===== src/rtl/sam_ifetch.sv =====
// Instruction fetch unit: owns the word-addressed fetch PC, issues ready/valid
// requests to instruction memory and buffers in-order responses for decode.
module sam_ifetch #(
  parameter int          QDEPTH   = 2,
  parameter logic [31:0] RESET_PC = 32'd0
) (
  input  logic        clk,
  input  logic        RN,
  output logic        imem_req,
  output logic [31:0] imem_addr,
  input  logic        imem_ready,
  input  logic        imem_rvalid,
  input  logic [31:0] imem_rdata,
  input  logic        br_en,
  input  logic [31:0] br_target,
  input  logic        id_ready,
  output logic        if_valid,
  output logic [31:0] IF_ID_IR,
  output logic [31:0] IF_ID_NPC
);

  localparam int PW = (QDEPTH > 1) ? $clog2(QDEPTH) : 1;
  localparam int CW = $clog2(QDEPTH + 1);
  localparam int SW = CW + 1;

  logic [31:0]   fetch_pc;
  logic [31:0]   deq_pc;
  logic [31:0]   queue [QDEPTH];
  logic [PW-1:0] rd_ptr;
  logic [PW-1:0] wr_ptr;
  logic [CW-1:0] count;
  logic [CW-1:0] outstanding;
  logic [CW-1:0] drop_cnt;

  logic          deq;
  logic          resp;
  logic          push;
  logic          accepted;
  logic [SW-1:0] credits_used;

  function automatic logic [PW-1:0] next_ptr(input logic [PW-1:0] p);
    return (p == PW'(QDEPTH - 1)) ? '0 : p + PW'(1);
  endfunction

  // NOTE: every signal assigned in this block gets a value on every path, so no latch is inferred.
  always_comb begin
    deq          = if_valid & id_ready & ~br_en;
    resp         = imem_rvalid & (outstanding != '0);
    push         = resp & ~br_en & (drop_cnt == '0);
    credits_used = SW'(count) + SW'(outstanding) - SW'(deq);
    // RN gates the request so nothing is issued while the block is held in reset.
    imem_req     = RN & ~br_en & (credits_used < SW'(QDEPTH));
    accepted     = imem_req & imem_ready;
  end

  assign imem_addr = fetch_pc;
  assign if_valid  = (count != '0);
  assign IF_ID_IR  = if_valid ? queue[rd_ptr] : 32'h0;
  assign IF_ID_NPC = deq_pc + 32'd1;

  // NOTE: sequential state uses non-blocking assignments so all registers update from pre-edge values.
  always_ff @(posedge clk or negedge RN) begin
    if (!RN) begin
      fetch_pc    <= RESET_PC;
      deq_pc      <= RESET_PC;
      rd_ptr      <= '0;
      wr_ptr      <= '0;
      count       <= '0;
      outstanding <= '0;
      drop_cnt    <= '0;
    end else if (br_en) begin
      // Every request still in flight, minus the one answering now, is stale.
      fetch_pc    <= br_target;
      deq_pc      <= br_target;
      rd_ptr      <= '0;
      wr_ptr      <= '0;
      count       <= '0;
      outstanding <= outstanding - CW'(resp);
      drop_cnt    <= outstanding - CW'(resp);
    end else begin
      if (accepted) fetch_pc <= fetch_pc + 32'd1;
      outstanding <= outstanding + CW'(accepted) - CW'(resp);
      if (resp && (drop_cnt != '0)) drop_cnt <= drop_cnt - CW'(1);
      if (push) wr_ptr <= next_ptr(wr_ptr);
      if (deq) begin
        rd_ptr <= next_ptr(rd_ptr);
        deq_pc <= deq_pc + 32'd1;
      end
      count <= count + CW'(push) - CW'(deq);
    end
  end

  // NOTE: queue storage is not reset; count gates every read, so stale contents are never visible.
  always_ff @(posedge clk) begin
    if (push) queue[wr_ptr] <= imem_rdata;
  end

endmodule


===== config.mk =====
export PLATFORM = sky130hd
export DESIGN_NAME = sam_ifetch
export DESIGN_NICKNAME = d
export VERILOG_FILES = /design/src/rtl/sam_ifetch.sv
export SDC_FILE = /design/constraint.sdc
export NUM_CORES = 1
export LEC_CHECK = 0
export ABC_CLOCK_PERIOD_IN_PS = 7290
export BUFFER_PORTS_ARGS = -buffer_cell sky130_fd_sc_hd__clkbuf_2
export CAP_MARGIN = 30
export CORE_MARGIN = 2
export CORE_UTILIZATION = 45
export DETAILED_ROUTE_END_ITERATION = 12
export GPL_TIMING_DRIVEN = 1
export PLACE_DENSITY = 0.72
export SETUP_SLACK_MARGIN = 0.02
export SKIP_CTS_REPAIR_TIMING = 1
export SLEW_MARGIN = 5
export SYNTH_ARGS = -nofsm -noshare
export SYNTH_HDL_FRONTEND = slang
export SYNTH_SLANG_ARGS = --single-unit

===== constraint.sdc =====
create_clock -name clk -period 7.29 [get_ports clk]
set_clock_uncertainty 0.1 [all_clocks]
set_input_delay 1.458 -clock clk [delete_from_list [all_inputs] [get_ports clk]]
set_output_delay 1.458 -clock clk [all_outputs]
set_load 0.02 [all_outputs]

==> metrics.md <==
| Metric | Value |
|---|---|
| CP Data Required Time | 5730 ps |
| Wirelength per Cell | approximately 17 µm |
| Net total in the final layout | 912 |
| Type of the worst min-delay path | reg -> reg |
| Number of antenna violations at the first check in global routing | 0 |
| Endpoint of the worst hold path | rd_ptr$_DFFE_PN0P_ |
| Fillcell total | roughly 1,400 |
| TritonCTS clock tree | built |
| Global-route track usage on met3 | 0.0513 |
| Die width | ~130 µm |
| Number of flops mapped to enable cells by yosys | between 60 and 70 |
| Most heavily used metal layer in global routing | met2 |
| Number of buffers created by CTS | 17 |
| First-pass GRT wire length | ~27 mm |
| Total half-perimeter wirelength after legalization and detailed placement | around 13 mm |
| Count of max-cap constraint violations | 0 |
| Number of instances in the synthesized netlist | 670 |
| Met1 Use GR | 0.292 |
| Number of distinct library cells after synthesis | 54 |
| Lkg Pwr | between 3 and 4 nW |
| R2R setup slack | approximately 3400 ps |
| Cell count of the worst hold path | 2 |
| DIE HEIGHT | approximately 130 µm |
| Number of rows created at floorplan | 46 |
| Layout cells sized above 1 | 0.279 |
| Start point of the critical path | id_ready |
| Initial standard-cell utilization of the core | 0.455 |
| Post-detailed-route count of antenna-violating nets | 0 |
| Warning count from the yosys run | 0 |
| Netlist area before placement | between 7000 and 8000 µm² |
| Fin Setup TNS | 0 ps |
| Element type at the critical path end | output pin |
| Total number of vias | 5,755 |
| Syn avg cell area | approximately 11 µm² |
| Total global-route track usage | 0.213 |
| Placer's final routability congestion estimate | 0.904 |
| Antenna diode count | 0 |
| Max Transition Viols Final | 0 |
| Worst-case clock buffer depth | 2 |
| Iter 0 DRT Violations | between 300 and 400 |
| Vias in the first global route | approximately 5,300 |
| Setup-violating endpoint count in the final report | 0 |
| Portion of the post-synthesis area used by sequential elements | 0.522 |
| Synthesized netlist net count | ~750 |
| Core utilization of the finished layout | 0.566 |
| Worst setup SP type | primary input |
| Worst setup path category | in -> out |
| Power density over the cells | between 200 and 300 nW/µm² |
| Fmax | just under 200 MHz |
| Maximum level of the CTS H-tree | 4 |
| Number of register bits inferred by synthesis | between 100 and 150 |
| Commonest cells after routing, fill and taps aside | sky130_fd_sc_hd__clkbuf_2, sky130_fd_sc_hd__nand2_1, sky130_fd_sc_hd__dfrtp_1, sky130_fd_sc_hd__edfxtp_1, sky130_fd_sc_hd__nor2_1 |
| Crit share post-route | 0.690 |
| Remaining global-route overflow | 0 |
| Reg2reg end | outstanding[1]$_DFF_PN0_ |
| Area delta synth->final | 24.2% |
| Launch instance of the worst min-delay path | rd_ptr$_DFFE_PN0P_ |
| Critical R2R Launch | count[0]$_DFF_PN0_ |
| Most used flip-flop cell after synthesis | sky130_fd_sc_hd__dfrtp_1 |
| Slew at the pin with the worst max-slew slack | between 700 and 800 ps |
| Arrival time at the worst endpoint | around 3500 ps |
| Clk slew on worst S/H paths | roughly 60 ps |
| Boundary Pins | 168 |
| Number of optimization iterations in the first detailed-route pass | 5 |
| DRC Markers | 0 |
| Area of the core | 15,700 µm² |
| CTS root buffer | sky130_fd_sc_hd__clkbuf_16 |
| Worst VDD drop | about 190 µV |
| Die footprint | ~17,000 µm² |
| Run status | completed |
| Vias per cell | 5.43 |
| Met2 capacity usage during global routing | 0.338 |
| Post-synth ARST share | 0.529 |
| Drt total wl | 18.0 mm |
| Final hold violations | 0 |
| Setup repair after global routing missed its margin | no |
| CP max FO | 15 |
| Worst-Skew Late Latency | about 420 ps |
| Clock net sink count | 136 |
| Maximum number of pins on one net before global-route repair | 74 |
| Leading cell type in the layout, fill and taps excluded | sky130_fd_sc_hd__clkbuf_2 |
| Number of cells traversed by the worst register-to-register path | 15 |
| Count of port buffers added during placement | 167 |
| Final min period | between 5000 and 6000 ps |
| Max-Slew Margin vs Limit | 0.491 |
-- cell usage after synthesis (7+ instances only) --
| library cell | number | area share |
|---|---|---|
| sky130_fd_sc_hd__dfrtp_1 | 72 | 0.25 |
| sky130_fd_sc_hd__xnor2_1 | 34 | 0.042 |
| sky130_fd_sc_hd__nand3_1 | 44 | 0.031 |
| sky130_fd_sc_hd__mux2i_1 | 32 | 0.045 |
| sky130_fd_sc_hd__and3_1 | 8 | 0.0070 |
| sky130_fd_sc_hd__edfxtp_1 | 64 | 0.27 |
| sky130_fd_sc_hd__nand4_1 | 23 | 0.020 |
| sky130_fd_sc_hd__o21ai_0 | 25 | 0.018 |
| sky130_fd_sc_hd__nand2_1 | 75 | 0.039 |
| sky130_fd_sc_hd__clkbuf_1 | 23 | 0.012 |
| sky130_fd_sc_hd__nor2_1 | 65 | 0.034 |
| sky130_fd_sc_hd__inv_1 | 15 | 0.0079 |
| sky130_fd_sc_hd__a21oi_1 | 7 | 0.0049 |
| sky130_fd_sc_hd__nor3_1 | 11 | 0.0077 |
| sky130_fd_sc_hd__xor2_1 | 40 | 0.049 |
| sky130_fd_sc_hd__o21ai_1 | 13 | 0.0091 |
| sky130_fd_sc_hd__o211ai_1 | 15 | 0.016 |
| sky130_fd_sc_hd__ha_1 | 10 | 0.018 |
-- sequential cells by signal, indices dropped and copies added, names as in the netlist --
register,cells
queue,64
deq_pc,32
imem_addr,32
count,2
drop_cnt,2
outstanding,2
rd_ptr,1
wr_ptr,1
-- where the power goes --
group          switching [mW]  internal, mW  total [mW]
sequential             0.0815         0.881       0.962
combinational           0.364         0.216       0.580
clock                   0.350         0.581       0.931
total                   0.796          1.68        2.47
-- per-stage QoR --
step | std cells | total power [mW] | worst slack, ps | instance area [µm²] | hold WS (ps)
CTS | 1057 | 2.48 | 2270 | 8810 | 484
global route | 1059 | 2.59 | 2170 | 8850 | 504
global placement | 1025 | 1.54 | 2300 | 8140 | 456
floorplan | 670 | 1.36 | 2000 | 7130 | 443
finish | 1059 | 2.47 | 2260 | 8850 | 477
detailed placement | 1026 | 1.55 | 2270 | 8170 | 463
-- worst max path at each step --
| stage | cells after the start | slack, ps | end |
|---|---|---|---|
| 4_1_cts | 10 | 2270 | imem_req |
| 3_3_place_gp | 10 | 2300 | imem_req |
| 2_1_floorplan | 9 | 2000 | imem_req |
| 3_5_place_dp | 10 | 2270 | imem_req |
| 6_report | 10 | 2260 | imem_req |
| 5_1_grt | 10 | 2170 | imem_req |
-- cell type report --
class / count / area (µm²) / area share
repair buffers: 176 / 958 / 0.108
well taps: 216 / 270 / 0.0305
clock inverters: 14 / 209 / 0.0236
multi-input cells: 484 / 3210 / 0.362
inverters: 16 / 60.1 / 0.00678
flip-flops and latches: 136 / 3720 / 0.421
clock buffers: 17 / 425 / 0.0480
-- worst max-delay path, stage by stage --
cell	delay, ps
sky130_fd_sc_hd__clkbuf_2	90
sky130_fd_sc_hd__o21ai_1	70
sky130_fd_sc_hd__buf_4	270
sky130_fd_sc_hd__nor2_1	110
sky130_fd_sc_hd__ha_1	270
sky130_fd_sc_hd__nand2b_1	150
sky130_fd_sc_hd__fa_1	410
sky130_fd_sc_hd__xnor2_2	210
sky130_fd_sc_hd__nor3_1	230
sky130_fd_sc_hd__clkbuf_2	210
-- cells by family after synthesis --
kind of cell               synth area share
and+or+nand+nor                       0.203
DFF                                   0.522
AOI/OAI and AO/OA                    0.0797
xor gates and xnor gates             0.0932
buffers and inverters                0.0290
muxes                                0.0528
adders and majority gates            0.0204
-- layer usage --
layer  vias to the layer above  part of all wire
li1                       2736                 -
met1                      2768              0.44
met5                         -                 0
met3                        20             0.072
met2                       231              0.47
met4                         0             0.017
Power figures use the tool's default switching activity.
